## config.mk

```make
export PLATFORM = sky130hd
export DESIGN_NAME = instr_fetch
export DESIGN_NICKNAME = d
export VERILOG_FILES = /design/src/rtl/instr_fetch.sv
export SDC_FILE = /design/constraint.sdc
export NUM_CORES = 1
export LEC_CHECK = 0
export CAP_MARGIN = 40
export CELL_PAD_IN_SITES_DETAIL_PLACEMENT = 0
export CELL_PAD_IN_SITES_GLOBAL_PLACEMENT = 1
export CORE_AREA = 5 5 150 152
export DETAILED_ROUTE_END_ITERATION = 6
export DIE_AREA = 0 0 155 157
export DONT_BUFFER_PORTS = 1
export GPL_ROUTABILITY_DRIVEN = 0
export GPL_TIMING_DRIVEN = 0
export PLACE_DENSITY = 0.71
export SYNTH_ARGS = -nofsm -noshare
export SYNTH_HDL_FRONTEND = slang
export SYNTH_SLANG_ARGS = --single-unit
```

## constraint.sdc

```tcl
create_clock -name clk -period 5.45 [get_ports clk]
set_input_delay 0.545 -clock clk [delete_from_list [all_inputs] [get_ports clk]]
set_output_delay 0.545 -clock clk [all_outputs]
set_load 0.005 [all_outputs]
```

## src/rtl/instr_fetch.sv

```systemverilog
// ============================================================================
// Module   : instr_fetch
// Brief    : Instruction fetch stage. Holds the PC, issues word fetches over a
//            valid/ready request channel with in-order responses, buffers the
//            returned words in a small FIFO and hands {instr, pc, opcode} to
//            decode. Redirects flush buffered work and drop in-flight beats.
//            Optional macro FETCH_MISALIGN_CHECK_EN adds fetch_misaligned and
//            halts fetch after a redirect to a non-word-aligned target.
// Revision : 1.0 - initial release
// ============================================================================
`default_nettype none

module instr_fetch #(
  parameter logic [31:0] RESET_PC   = 32'h0000_0000,
  parameter int          FIFO_DEPTH = 2
) (
  input  logic        clk,
  input  logic        rst_n,
  output logic        mem_req_valid,
  input  logic        mem_req_ready,
  output logic [31:0] mem_req_addr,
  input  logic        mem_rsp_valid,
  input  logic [31:0] mem_rsp_data,
  input  logic        redirect_valid,
  input  logic [31:0] redirect_pc,
  output logic        instr_valid,
  input  logic        instr_ready,
  output logic [31:0] instr,
  output logic [31:0] instr_pc,
  output logic [6:0]  opcode
`ifdef FETCH_MISALIGN_CHECK_EN
  ,
  output logic        fetch_misaligned
`endif
);

  localparam int c_PTR_W = (FIFO_DEPTH > 1) ? $clog2(FIFO_DEPTH) : 1;

  // Counters are 4 bits: outstanding + dropped + buffered never exceed FIFO_DEPTH (<= 8)
  logic [31:0]        r_pc;
  logic [3:0]         r_outstanding;
  logic [3:0]         r_drop_cnt;
  logic [3:0]         r_count;
  logic [c_PTR_W-1:0] r_rd_ptr;
  logic [c_PTR_W-1:0] r_wr_ptr;
  logic [31:0]        r_data [FIFO_DEPTH];
  logic [31:0]        r_epc  [FIFO_DEPTH];

  logic [4:0]         w_inflight;
  logic               w_halt;
  logic               w_req_valid;
  logic               w_req_fire;
  logic               w_drop_beat;
  logic               w_keep_beat;
  logic               w_push;
  logic               w_pop;
  logic [31:0]        w_rsp_pc;
  logic [31:0]        w_redirect_pc;
  logic [3:0]         w_redir_drops;

  function automatic logic [c_PTR_W-1:0] f_next(input logic [c_PTR_W-1:0] ptr);
    if (ptr == c_PTR_W'(FIFO_DEPTH - 1)) begin
      f_next = '0;
    end else begin
      f_next = ptr + 1'b1;
    end
  endfunction

`ifdef FETCH_MISALIGN_CHECK_EN
  logic r_misaligned;

  // Misalignment flag follows the alignment of the most recent redirect target
  always_ff @(posedge clk or negedge rst_n) begin
    if (!rst_n) begin
      r_misaligned <= 1'b0;
    end else if (redirect_valid) begin
      r_misaligned <= |redirect_pc[1:0];
    end
  end

  assign fetch_misaligned = r_misaligned;
  assign w_halt           = r_misaligned;
  assign w_redirect_pc    = redirect_pc;
`else
  logic w_unused_pc_lsb;

  assign w_halt          = 1'b0;
  assign w_redirect_pc   = {redirect_pc[31:2], 2'b00};
  assign w_unused_pc_lsb = ^redirect_pc[1:0];
`endif

  // Everything already committed to a slot: in flight, awaiting drop, or buffered
  assign w_inflight   = {1'b0, r_outstanding} + {1'b0, r_drop_cnt} + {1'b0, r_count};
  assign w_req_valid  = rst_n && !redirect_valid && !w_halt && (w_inflight < 5'(FIFO_DEPTH));
  assign w_req_fire   = w_req_valid && mem_req_ready;

  // Stale beats (from before a redirect) are always the oldest, so drop them first
  assign w_drop_beat  = mem_rsp_valid && (r_drop_cnt != 4'd0);
  assign w_keep_beat  = mem_rsp_valid && (r_drop_cnt == 4'd0) && (r_outstanding != 4'd0);
  assign w_rsp_pc     = r_pc - (32'(r_outstanding) << 2);
  assign w_redir_drops = r_drop_cnt + r_outstanding;

  assign w_push = w_keep_beat && !redirect_valid;
  assign w_pop  = (r_count != 4'd0) && instr_ready && !redirect_valid;

  // PC, outstanding-request and drop accounting
  always_ff @(posedge clk or negedge rst_n) begin
    if (!rst_n) begin
      r_pc          <= RESET_PC;
      r_outstanding <= 4'd0;
      r_drop_cnt    <= 4'd0;
    end else if (redirect_valid) begin
      r_pc          <= w_redirect_pc;
      r_outstanding <= 4'd0;
      r_drop_cnt    <= w_redir_drops -
                       ((mem_rsp_valid && (w_redir_drops != 4'd0)) ? 4'd1 : 4'd0);
    end else begin
      if (w_req_fire) begin
        r_pc <= r_pc + 32'd4;
      end
      r_outstanding <= r_outstanding + 4'(w_req_fire) - 4'(w_keep_beat);
      if (w_drop_beat) begin
        r_drop_cnt <= r_drop_cnt - 4'd1;
      end
    end
  end

  // FIFO pointers and occupancy; a redirect empties the buffer
  always_ff @(posedge clk or negedge rst_n) begin
    if (!rst_n) begin
      r_rd_ptr <= '0;
      r_wr_ptr <= '0;
      r_count  <= 4'd0;
    end else if (redirect_valid) begin
      r_rd_ptr <= '0;
      r_wr_ptr <= '0;
      r_count  <= 4'd0;
    end else begin
      if (w_push) begin
        r_wr_ptr <= f_next(r_wr_ptr);
      end
      if (w_pop) begin
        r_rd_ptr <= f_next(r_rd_ptr);
      end
      r_count <= r_count + 4'(w_push) - 4'(w_pop);
    end
  end

  // Per-entry storage of instruction word and its PC
  for (genvar gi = 0; gi < FIFO_DEPTH; gi++) begin : g_entry
    // Capture a kept response beat into the slot addressed by the write pointer
    always_ff @(posedge clk or negedge rst_n) begin
      if (!rst_n) begin
        r_data[gi] <= 32'd0;
        r_epc[gi]  <= 32'd0;
      end else if (w_push && (r_wr_ptr == c_PTR_W'(gi))) begin
        r_data[gi] <= mem_rsp_data;
        r_epc[gi]  <= w_rsp_pc;
      end
    end
  end

  assign mem_req_valid = w_req_valid;
  assign mem_req_addr  = r_pc;
  assign instr_valid   = (r_count != 4'd0);
  assign instr         = r_data[r_rd_ptr];
  assign instr_pc      = r_epc[r_rd_ptr];
  assign opcode        = r_data[r_rd_ptr][6:0];

endmodule

`default_nettype wire

```

After elaboration in Yosys (flattened, before gate mapping)
Cells that the tools add are included.
Word-level totals
  bits in registers: 174
  input bits: 70
  logic and storage cells: 68
Cells by class
  add/subtract/negate cells: 13
  $lt $le $gt $ge: 2
  mux-type cells: 19
  bitwise logic cells: 2
  reduce and logical (&&, ||, !) cells: 22
Operators with widths (number)
  two-way mux 32 bit: 8
  adder 32 x 3 -> 32 bit (second input constant): 1
  subtractor 32 x 6 -> 32 bit: 1
  two-way mux 4 bit: 4
  nonzero test 4 bit: 4
  logical AND 1 bit: 12
  subtractor 4 x 1 -> 4 bit: 3
  adder 4 x 1 -> 4 bit: 2
  nonzero test 2 bit: 4
  two-way mux 1 bit: 7
  adder 4 x 4 -> 5 bit: 1
  adder 5 x 4 -> 5 bit: 1
  less-than comparator 5 x 2 -> 1 bit (second input constant): 1
  adder 4 bit: 1
  zero test 4 bit: 1
  subtractor 4 x 1 -> 4 bit (second input constant): 1
  adder 1 bit (second input constant): 2
  >= comparator 2 bit (second input constant): 1
  inverter 1 -> 2 bit: 1
  zero test 1 bit: 1
  inverter 1 bit: 1

Depth between registers and ports, before layout
Gate-level depths: netlist of run 1.
  word-level depth: 8
  gate-level depth with buffers: 18
  gate-level depth less buffers: 17

Least setup slack after synthesis of run 1
OpenSTA, ideal clock, no wires.
  path type: register -> register
  from: register r_outstanding[1]
  to: register r_outstanding[2]
  setup time: 0.132 ns
  arrival: 3.656 ns
  required time: 5.318 ns
  setup slack: 1.662 ns
  stages on the path, launching flop included: 16
  buffers on the path: 1
  period minus slack after synthesis: 3.788 ns
  cell sequence: dfrtp_1 fa_1 ha_1 inv_1 fa_1 and4bb_2 nand3_2 nor3_4 inv_2 clkbuf_1 ha_1 inv_1 ha_1 fa_1 xnor2_1 nor2_1
Between the ends
  longest elaborated chain between the ends: 8
Ends and longest elaborated chain
  from (decl): line 41  | logic [3:0] r_outstanding;
  from (signal assigned): line 121  | r_outstanding <= r_outstanding + 4'(w_req_fire) - 4'(w_keep_beat);
  adder 4 x 4 -> 5 bit: line 93  | assign w_inflight = {1'b0, r_outstanding} + {1'b0, r_drop_cnt} + {1'b0, r_count};
  adder 5 x 4 -> 5 bit: line 93
  less-than comparator 5 x 2 -> 1 bit: line 94  | assign w_req_valid = rst_n && !redirect_valid && !w_halt && (w_inflight < 5'(FIFO_DEPTH));
  logical AND 1 bit: line 94
  logical AND 1 bit: line 95  | assign w_req_fire = w_req_valid && mem_req_ready;
  adder 4 x 1 -> 4 bit: line 121
  subtractor 4 x 1 -> 4 bit (*): line 121
  two-way mux 4 bit (*): line 112  | end else if (redirect_valid) begin
Mark *: on every way between the ends. The rest lies on a longest branch, timed or not.
A chain may end at the register's enable or synchronous reset.

Worst setup path in the final report of run 1
Same ends and word-level chain as after synthesis.

==> results.ini, run 1 <==
[run_status]
status=complete, no violations

[layout]
layout-drive-gt1-share_pct=13.3
final_cell_mix=nand2_1 (272), dfrtp_1 (168), mux2_2 (68)
utilization_pct=49.0
antenna_cells=0
areaGrowthSynthToFinish_pct=10.6
n_fill_cell=2050
fin_nets=1138
final_common_cell=nand2_1

[sta]
fin_setup_tns_ns=0
relSlewSlack_pct=42.6
min_period_ns=4.56
hold_viol=0
grt_setup_unrepaired=false
whs_ns=0.138
setup_viol=0
clock_skew_ns=0.0152
finalMaxSlewViolations=0
max_clock_freq_mhz=219
worst_pin_slew_ns=0.861
period_share_pct=83.7

[floorplanning]
die-height_um=157
fp-row-count=53
dieArea_um2=24300
start_util_pct=44.3
io_pins=175
coreArea_um2=20900
die_w_um=155

[power]
p_clk_share_pct=29.3
switchingPower_mw=1.55
cell_internal_pwr_mw=2.67
ir_drop_mv=0.227
switching_share_pct=36.7
p_leak_nw=4.78
seqPwrFrac_pct=38.4
combPwrFrac_pct=32.3
powerDensity_nw_per_um2=413

[routing]
vias=7169
drc=0
dr.pass1.iters=5
ant_nets=0
wl_um=25900
vias_per_cell=5.42
drt_iter0_drc=481
wire_per_inst_um=19.6

[critical_path]
worst-r2r-cell-count=15
max_stage_delay_ns=0.59
cp_data_required_time_ns=5.76
critPathKind=flip-flop to flip-flop
cp-end-kind=flip-flop
worst-path-max-fanout=10
cp_data_arrival_time_ns=4.87
r2r-end=r_outstanding[2]$_DFF_PN0_
crit_chain=fa_1, ha_1, inv_1, fa_1, and4bb_2, nand3_2, nor3_4, inv_2, clkbuf_1, ha_1, inv_1, ha_1, fa_1, xnor2_1, nor2_1
r2r-start=r_outstanding[1]$_DFF_PN0_
crit_slowest_cell=fa_1
start_kind=flip-flop
r2r_slack_ns=0.89

[clock_network]
cts.reportedPaths.clkPinSlew_ns=0.07
cts_setup_buffers=0
cts_buffer_depth=2
clk_latency_ns=0.44
tritoncts=done
root_buffer=clkbuf_16
numClockSinks=168
htree_num_levels=4
numCtsBuffers=17

[yosys]
synth_ff_type=dfrtp_1
synth.distinct_cells=59
avgSynthCellArea_um2=9.16
synth.cell_area_um2=9260
synth_edf_count=0
ys_seq_area_share_pct=45.4
synth.ff_latch_count=168
synthesis.instances=1011
yosys_warnings=0
synthArstFlopShare_pct=100

[global_routing]
grt_max_degree=169
grt_pass1_vias=7169
grt-ovfl-total=0
track_usage_pct=21.3
antenna_found_initial=0
grt_first_pass_wirelength_um=40600

[worst_hold_path]
holdCritPathClass=input port to asynchronous set/reset pin

[run]
max-cap-violations=0

[place]
dp_hpwl_um=18600
port_buffers=0

[worst max path at each step]
stage	start	endpoint	depth (start not counted)
global route	r_outstanding[1]$_DFF_PN0_	r_outstanding[2]$_DFF_PN0_	15
CTS	r_outstanding[1]$_DFF_PN0_	r_outstanding[2]$_DFF_PN0_	15
finish	r_outstanding[1]$_DFF_PN0_	r_outstanding[2]$_DFF_PN0_	15
detailed placement	r_outstanding[1]$_DFF_PN0_	r_outstanding[2]$_DFF_PN0_	15
floorplan	r_outstanding[1]$_DFF_PN0_	r_outstanding[2]$_DFF_PN0_	15
global placement	r_outstanding[1]$_DFF_PN0_	r_outstanding[2]$_DFF_PN0_	15
[layout make-up]
cell class,instances,area (um^2),share of cell area (%)
timing repair buffer,1,27.5,0.269
sequential,168,4200,41.1
clock buffer,17,425,4.15
tap,275,344,3.36
multi-input combinational,738,4590,44.9
buffer,75,349,3.41
clock inverter,15,174,1.70
inverter,33,124,1.21
[sequential cells by signal (all words and copies together) (netlist names)]
name,flops
r_count,4
r_drop_cnt,4
mem_req_addr,30
r_data,64
r_outstanding,4
r_rd_ptr,1
r_epc,60
r_wr_ptr,1
[critical path, delay by kind of cell, from the launching register on]
| family | cells | cell delay (ns) |
|---|---|---|
| XOR/XNOR | 1 | 0.15 |
| buffers and inverters | 4 | 0.62 |
| AND/OR/NAND/NOR | 4 | 0.94 |
| adder cells (fa/ha/maj) | 6 | 2.23 |
| flip-flops | 1 | 0.49 |
[power by group through the flow]
stage / sequential, mW / clock (mW) / combinational (mW)
finish: 1.62 / 1.24 / 1.36
floorplan: 1.59 / 0 / 1.04
global placement: 1.64 / 0 / 1.34
CTS: 1.62 / 1.26 / 1.38
global route: 1.65 / 1.32 / 1.54
detailed placement: 1.65 / 0 / 1.34
[through the flow]
step                total power [mW]  setup WS, ns  area [um^2]  instances
floorplan                       2.63          1.66         9270       1014
global placement                2.98         0.852         9610       1289
detailed placement              2.99         0.940         9610       1289
CTS                             4.27         0.900        10200       1322
global route                    4.51         0.689        10200       1322
finish                          4.23         0.889        10200       1322
[synthesized netlist by cell type, types with 4 or more instances]
library cell	count	area share (%)
clkbuf_1	43	1.7
and4_1	5	0.47
buf_1	7	0.28
nand2b_1	4	0.27
a2111oi_0	4	0.38
nor2b_1	7	0.47
nand4_1	11	0.74
o31a_1	4	0.38
and2_1	8	0.54
fa_1	8	1.7
dfrtp_1	168	45
mux2_2	68	8.3
xor2_1	11	1.0
buf_4	12	0.97
buf_2	12	0.65
a21o_1	9	0.73
ha_1	26	3.5
nor2_1	41	1.7
or3_1	10	0.68
o21ai_0	65	3.5
nand2_1	272	11
inv_1	32	1.3
o31ai_1	5	0.41
xnor2_1	33	3.1
a31oi_1	8	0.54
and3_1	6	0.41
nor3_1	19	1.0
nand3_1	19	1.0
nor4_1	15	1.0
or4_1	4	0.32
a221o_1	9	0.97
a21oi_1	25	1.4
[what timing repair did]
item,CTS,global route
resized for setup,0,0
hold buffers,1,0
hold endpoints to repair,168,0
[kinds of logic after synthesis]
family	count (synthesis)	share of synthesized area (%)
muxes	69	8.38
adders and majority gates	34	5.24
buffers and inverters	108	5.11
xor gates and xnor gates	44	4.16
DFF	168	45.4
and+or+nand+nor	439	21.7
AOI/OAI and AO/OA	148	9.93
other	1	0.0405
[per-layer routing]
metal / global-route usage, % / wire length, um
met1: 29.4 / 11800
met2: 33.9 / 11900
met3: 5.06 / 1840
met4: 5.72 / 400
met5: 0 / 0
No activity file was read; power rests on OpenSTA's default activity.
==> run 2: changes to the inputs <==
- CORE_AREA: 5 5 150 152 -> 5 5 152 154
- DIE_AREA: 0 0 155 157 -> 0 0 157 159
- PLACE_DENSITY: 0.71 -> 0.72
- clock period: 5.45 -> 4.05 ns (I/O delays scaled with it)
==> run 2 against run 1 <==
Compared with the run above: the run now ends with negative hold slack left; die area up 2.6%; highest routed layer unchanged; routed wire length fell by 0.76%; sequential power increased by 35%; critical endpoint unchanged; critical path type unchanged; via count up 1.1%; clock skew down 0.0038 ns.
==> results.ini, run 2 (synthesis results as in run 1) <==
[run_status]
status=finished, violations left
violations=negative hold slack

[critical_path]
r2r-end=r_outstanding[2]$_DFF_PN0_
worst-r2r-cell-count=14
crit_chain=fa_1, ha_1, inv_1, fa_1, and4bb_2, nand3_2, nor3_4, inv_4, ha_1, inv_1, ha_1, fa_1, xnor2_1, nor2_1
worst-path-max-fanout=16
r2r-start=r_outstanding[1]$_DFF_PN0_
max_stage_delay_ns=0.57
r2r_slack_ns=0.19
start_kind=flip-flop
cp_data_arrival_time_ns=4.16
cp-end-kind=flip-flop
cp_data_required_time_ns=4.34
critPathKind=flip-flop to flip-flop
crit_slowest_cell=fa_1

[clock_network]
htree_num_levels=4
numCtsBuffers=17
cts.reportedPaths.clkPinSlew_ns=0.07
root_buffer=clkbuf_16
cts_buffer_depth=2
tritoncts=done
clk_latency_ns=0.43
numClockSinks=168

[layout]
final_cell_mix=nand2_1 (272), dfrtp_1 (167), mux2_2 (68)
fin_area_um2=10200
n_fill_cell=2097
largest_register=r_data
fin_nets=1137
final-seq-area_um2=4210
fin_cells=1326
layout-drive-gt1-share_pct=13.4
multiInputGateArea_um2=4590
areaGrowthSynthToFinish_pct=10.1
largest_reg_flops=64
final_common_cell=nand2_1
antenna_cells=0

[floorplanning]
start_util_pct=43.0
coreArea_um2=21600
fp-row-count=54
die-height_um=159
die_w_um=157
io_pins=175
dieArea_um2=25000

[place]
placed_cells=1294
port_buffers=0
dpl-instance-area_um2=9620
dp_hpwl_um=18800

[global_routing]
antenna_found_initial=0
track_usage_pct=20.7
grt_max_degree=170
grt_pass1_vias=7137
grt_first_pass_wirelength_um=40800
grt-ovfl-total=0

[routing]
vias_per_cell=5.47
drt_iter0_drc=461
wire_per_inst_um=19.4
ant_nets=0
wl_um=25700
dr.pass1.iters=5
vias=7247
drc=0

[sta]
hold_viol=168
finalMaxSlewViolations=0
min_period_ns=3.86
clock_skew_ns=0.0114
worst_pin_slew_ns=0.724
period_share_pct=95.4
grt_setup_unrepaired=false
max_clock_freq_mhz=259
fin_setup_tns_ns=0
whs_ns=-0.321
relSlewSlack_pct=51.7
setup_viol=0

[run]
max-cap-violations=0

[worst_hold_path]
holdCritPathClass=input port to asynchronous set/reset pin

[power]
finalPower_mw=5.60
powerDensity_nw_per_um2=549
p_leak_nw=4.75
ir_drop_mv=0.296

-- run 2: cell type report --
type                       instances  share of cell area (%)
timing repair buffer               1                  0.0736
clock inverter                    15                    1.39
tap                              280                    3.44
inverter                          33                    1.24
multi-input combinational        738                    45.1
buffer                            74                    3.39
clock buffer                      17                    4.17
sequential                       168                    41.2
-- run 2: power breakdown --
| group | internal (mW) | switching, mW |
|---|---|---|
| registers | 1.96 | 0.233 |
| logic | 0.763 | 1.05 |
| clock network | 0.861 | 0.738 |
-- run 2: worst max-delay path by stage --
stage | from | cells past startpoint | end | slack [ns]
floorplan | r_outstanding[1]$_DFF_PN0_ | 15 | r_outstanding[2]$_DFF_PN0_ | 0.26
global placement | r_outstanding[1]$_DFF_PN0_ | 15 | r_outstanding[2]$_DFF_PN0_ | -0.56
detailed placement | r_outstanding[1]$_DFF_PN0_ | 15 | r_outstanding[2]$_DFF_PN0_ | -0.46
CTS | r_outstanding[1]$_DFF_PN0_ | 14 | r_outstanding[2]$_DFF_PN0_ | 0.04
global route | r_outstanding[1]$_DFF_PN0_ | 14 | r_outstanding[2]$_DFF_PN0_ | 0.04
finish | r_outstanding[1]$_DFF_PN0_ | 14 | r_outstanding[2]$_DFF_PN0_ | 0.19
-- run 2: routing by layer --
metal | share of wire [%] | global-route usage (%) | vias to the layer above
li1 | - | - | 3478
met1 | 45 | 29.5 | 3500
met5 | 0 | 0 | -
met2 | 45 | 31.0 | 236
met3 | 7.8 | 5.90 | 33
met4 | 1.4 | 5.17 | 0
-- run 2: metrics by stage --
step                utilization, %  setup slack, ns
floorplan                        -            0.262
global placement              44.6           -0.560
detailed placement            44.6           -0.464
CTS                           47.3           0.0402
global route                  47.3           0.0442
finish                        47.3            0.186
-- run 2: worst max-delay path, delay by kind of cell (launching register included) --
family | cells | cell delay, ns
xor gates and xnor gates | 1 | 0.15
DFF | 1 | 0.48
adders and majority gates | 6 | 2.13
buffers and inverters | 3 | 0.25
and+or+nand+nor | 4 | 0.74
-- run 2: what timing repair did --
| action | in CTS | in global routing |
|---|---|---|
| resized for setup | 0 | 3 |
| hold endpoints to repair | 168 | 168 |
| endpoints found under the setup margin | 4 | 3 |
| setup buffers | 1 | 0 |
| pin swaps | 1 | 1 |
==> run 3: changes to the inputs <==
- CELL_PAD_IN_SITES_DETAIL_PLACEMENT: 0 -> 1
==> run 3 against run 2 <==
Compared with the run above: via count rose by 2.0%; register-to-register slack better by 0.04 ns; critical path type unchanged; sequential cell count did not move; utilization grew 0.064 points; combinational power grew 3%; the run still ends with negative hold slack left; maximum frequency rose by 1.1%; first-iteration DRC count is 3.5% lower; final area is 0.13% higher.
==> results.ini, run 3 (synthesis results as in run 1) <==
[sta]
grt_setup_unrepaired=false
fin_setup_tns_ns=0
setup_viol=0
min_period_ns=3.82
worst_pin_slew_ns=0.738
max_clock_freq_mhz=262
hold_viol=168
clock_skew_ns=0.00916
finalMaxSlewViolations=0
period_share_pct=94.4
relSlewSlack_pct=50.8
whs_ns=-0.329

[floorplanning]
die_w_um=157
io_pins=175
dieArea_um2=25000
die-height_um=159
fp-row-count=54
coreArea_um2=21600
start_util_pct=43.0

[place]
placed_cells=1294
dp_hpwl_um=20200
port_buffers=0

[global_routing]
met2_usage_pct=35.4
use_met3_pct=5.41
grt_pass1_vias=7888
antenna_found_initial=0
top_usage_layer=met2
track_usage_pct=22.2
grt_max_degree=170
grt-ovfl-total=0
grt_first_pass_wirelength_um=43900
grtUsageMet1_pct=30.2

[routing]
vias_per_cell=5.57
dr.pass1.iters=5
drc=0
ant_nets=0
wire_per_inst_um=20.7
wl_um=27500
vias=7392
drt_iter0_drc=445

[clock_network]
cts_buffer_depth=2
tritoncts=done
root_buffer=clkbuf_16
clk_latency_ns=0.43
numCtsBuffers=17
cts.reportedPaths.clkPinSlew_ns=0.07
numClockSinks=168
htree_num_levels=4

[critical_path]
max_stage_delay_ns=0.57
worst-r2r-cell-count=14
crit_slowest_cell=fa_1
worst-path-max-fanout=16
cp-end-kind=flip-flop
r2r_slack_ns=0.23
cp_data_required_time_ns=4.35
start_kind=flip-flop
crit_family=adder cells
crit_chain=fa_1, ha_1, inv_1, fa_1, and4bb_2, nand3_4, nor3_4, inv_4, ha_1, inv_1, ha_1, fa_1, xnor2_1, nor2_1
cp_data_arrival_time_ns=4.12
critPathKind=flip-flop to flip-flop
path_buf_inv=3
cp_num_cells=14

[power]
ir_drop_mv=0.305
p_leak_nw=4.75
powerDensity_nw_per_um2=551
finalPower_mw=5.63

[layout]
areaGrowthSynthToFinish_pct=10.3
largest_register=r_data
layout-drive-gt1-share_pct=13.5
final_cell_mix=nand2_1 (272), dfrtp_1 (167), mux2_2 (68)
fin_nets=1138
final_common_cell=nand2_1
utilization_pct=47.4
n_fill_cell=2515
largest_reg_flops=64
fin_cells=1327
antenna_cells=0

[run]
max-cap-violations=0

[run_status]
violations=negative hold slack
status=finished, violations left

[worst_hold_path]
holdCritPathClass=input port to asynchronous set/reset pin

## run 3: area by class of cell
type	instances	area (um^2)	area share, %
multi-input combinational	738	4600	45.1
sequential	168	4210	41.2
timing repair buffer	2	15.0	0.147
clock buffer	17	425	4.17
buffer	74	345	3.38
clock inverter	15	140	1.37
tap	280	350	3.43
inverter	33	126	1.24
## run 3: metal layers
metal / part of all wire (%) / routed length, um / vias up
li1: - / - / 3468
met1: 44 / 12100 / 3683
met2: 48 / 13100 / 207
met3: 6.4 / 1770 / 34
met4: 1.8 / 503 / 0
met5: 0 / 0 / -
## run 3: path summary, 6_finish.rpt
path	endpoint	startpoint
worst min-delay path	r_data[6]$_DFFE_PN0P_	rst_n
worst min register to register	r_data[26]$_DFFE_PN0P_	r_data[26]$_DFFE_PN0P_
max in group asynchronous	r_outstanding[1]$_DFF_PN0_	rst_n
worst max register to register	r_outstanding[2]$_DFF_PN0_	r_outstanding[1]$_DFF_PN0_
min in group clk	r_data[54]$_DFFE_PN0P_	mem_rsp_data[22]
worst max-delay path	r_outstanding[2]$_DFF_PN0_	r_outstanding[1]$_DFF_PN0_
## run 3: through the flow
stage                     area, um^2  setup slack (ns)  hold WS (ns)
final                          10200             0.228        -0.329
after global routing           10200            0.0125        -0.359
after CTS                      10200            0.0253        -0.355
after detailed placement        9620            -0.529         0.116
after global placement          9620            -0.560         0.118
after floorplan                 9270             0.262         0.109
## run 3: what timing repair did
action	in CTS	in global routing
setup buffers	1	1
endpoints found under the hold margin	168	168
cloned	0	0
pin swaps	1	1
resized for setup	1	3
setup endpoints to repair	4	3
## run 3: report_power, final
part,internal [mW],leakage (nW),total [mW],switching (mW)
Clock,0.811,0.265,1.58,0.769
Combinational,0.769,2.23,1.86,1.09
Sequential,1.96,2.26,2.19,0.237
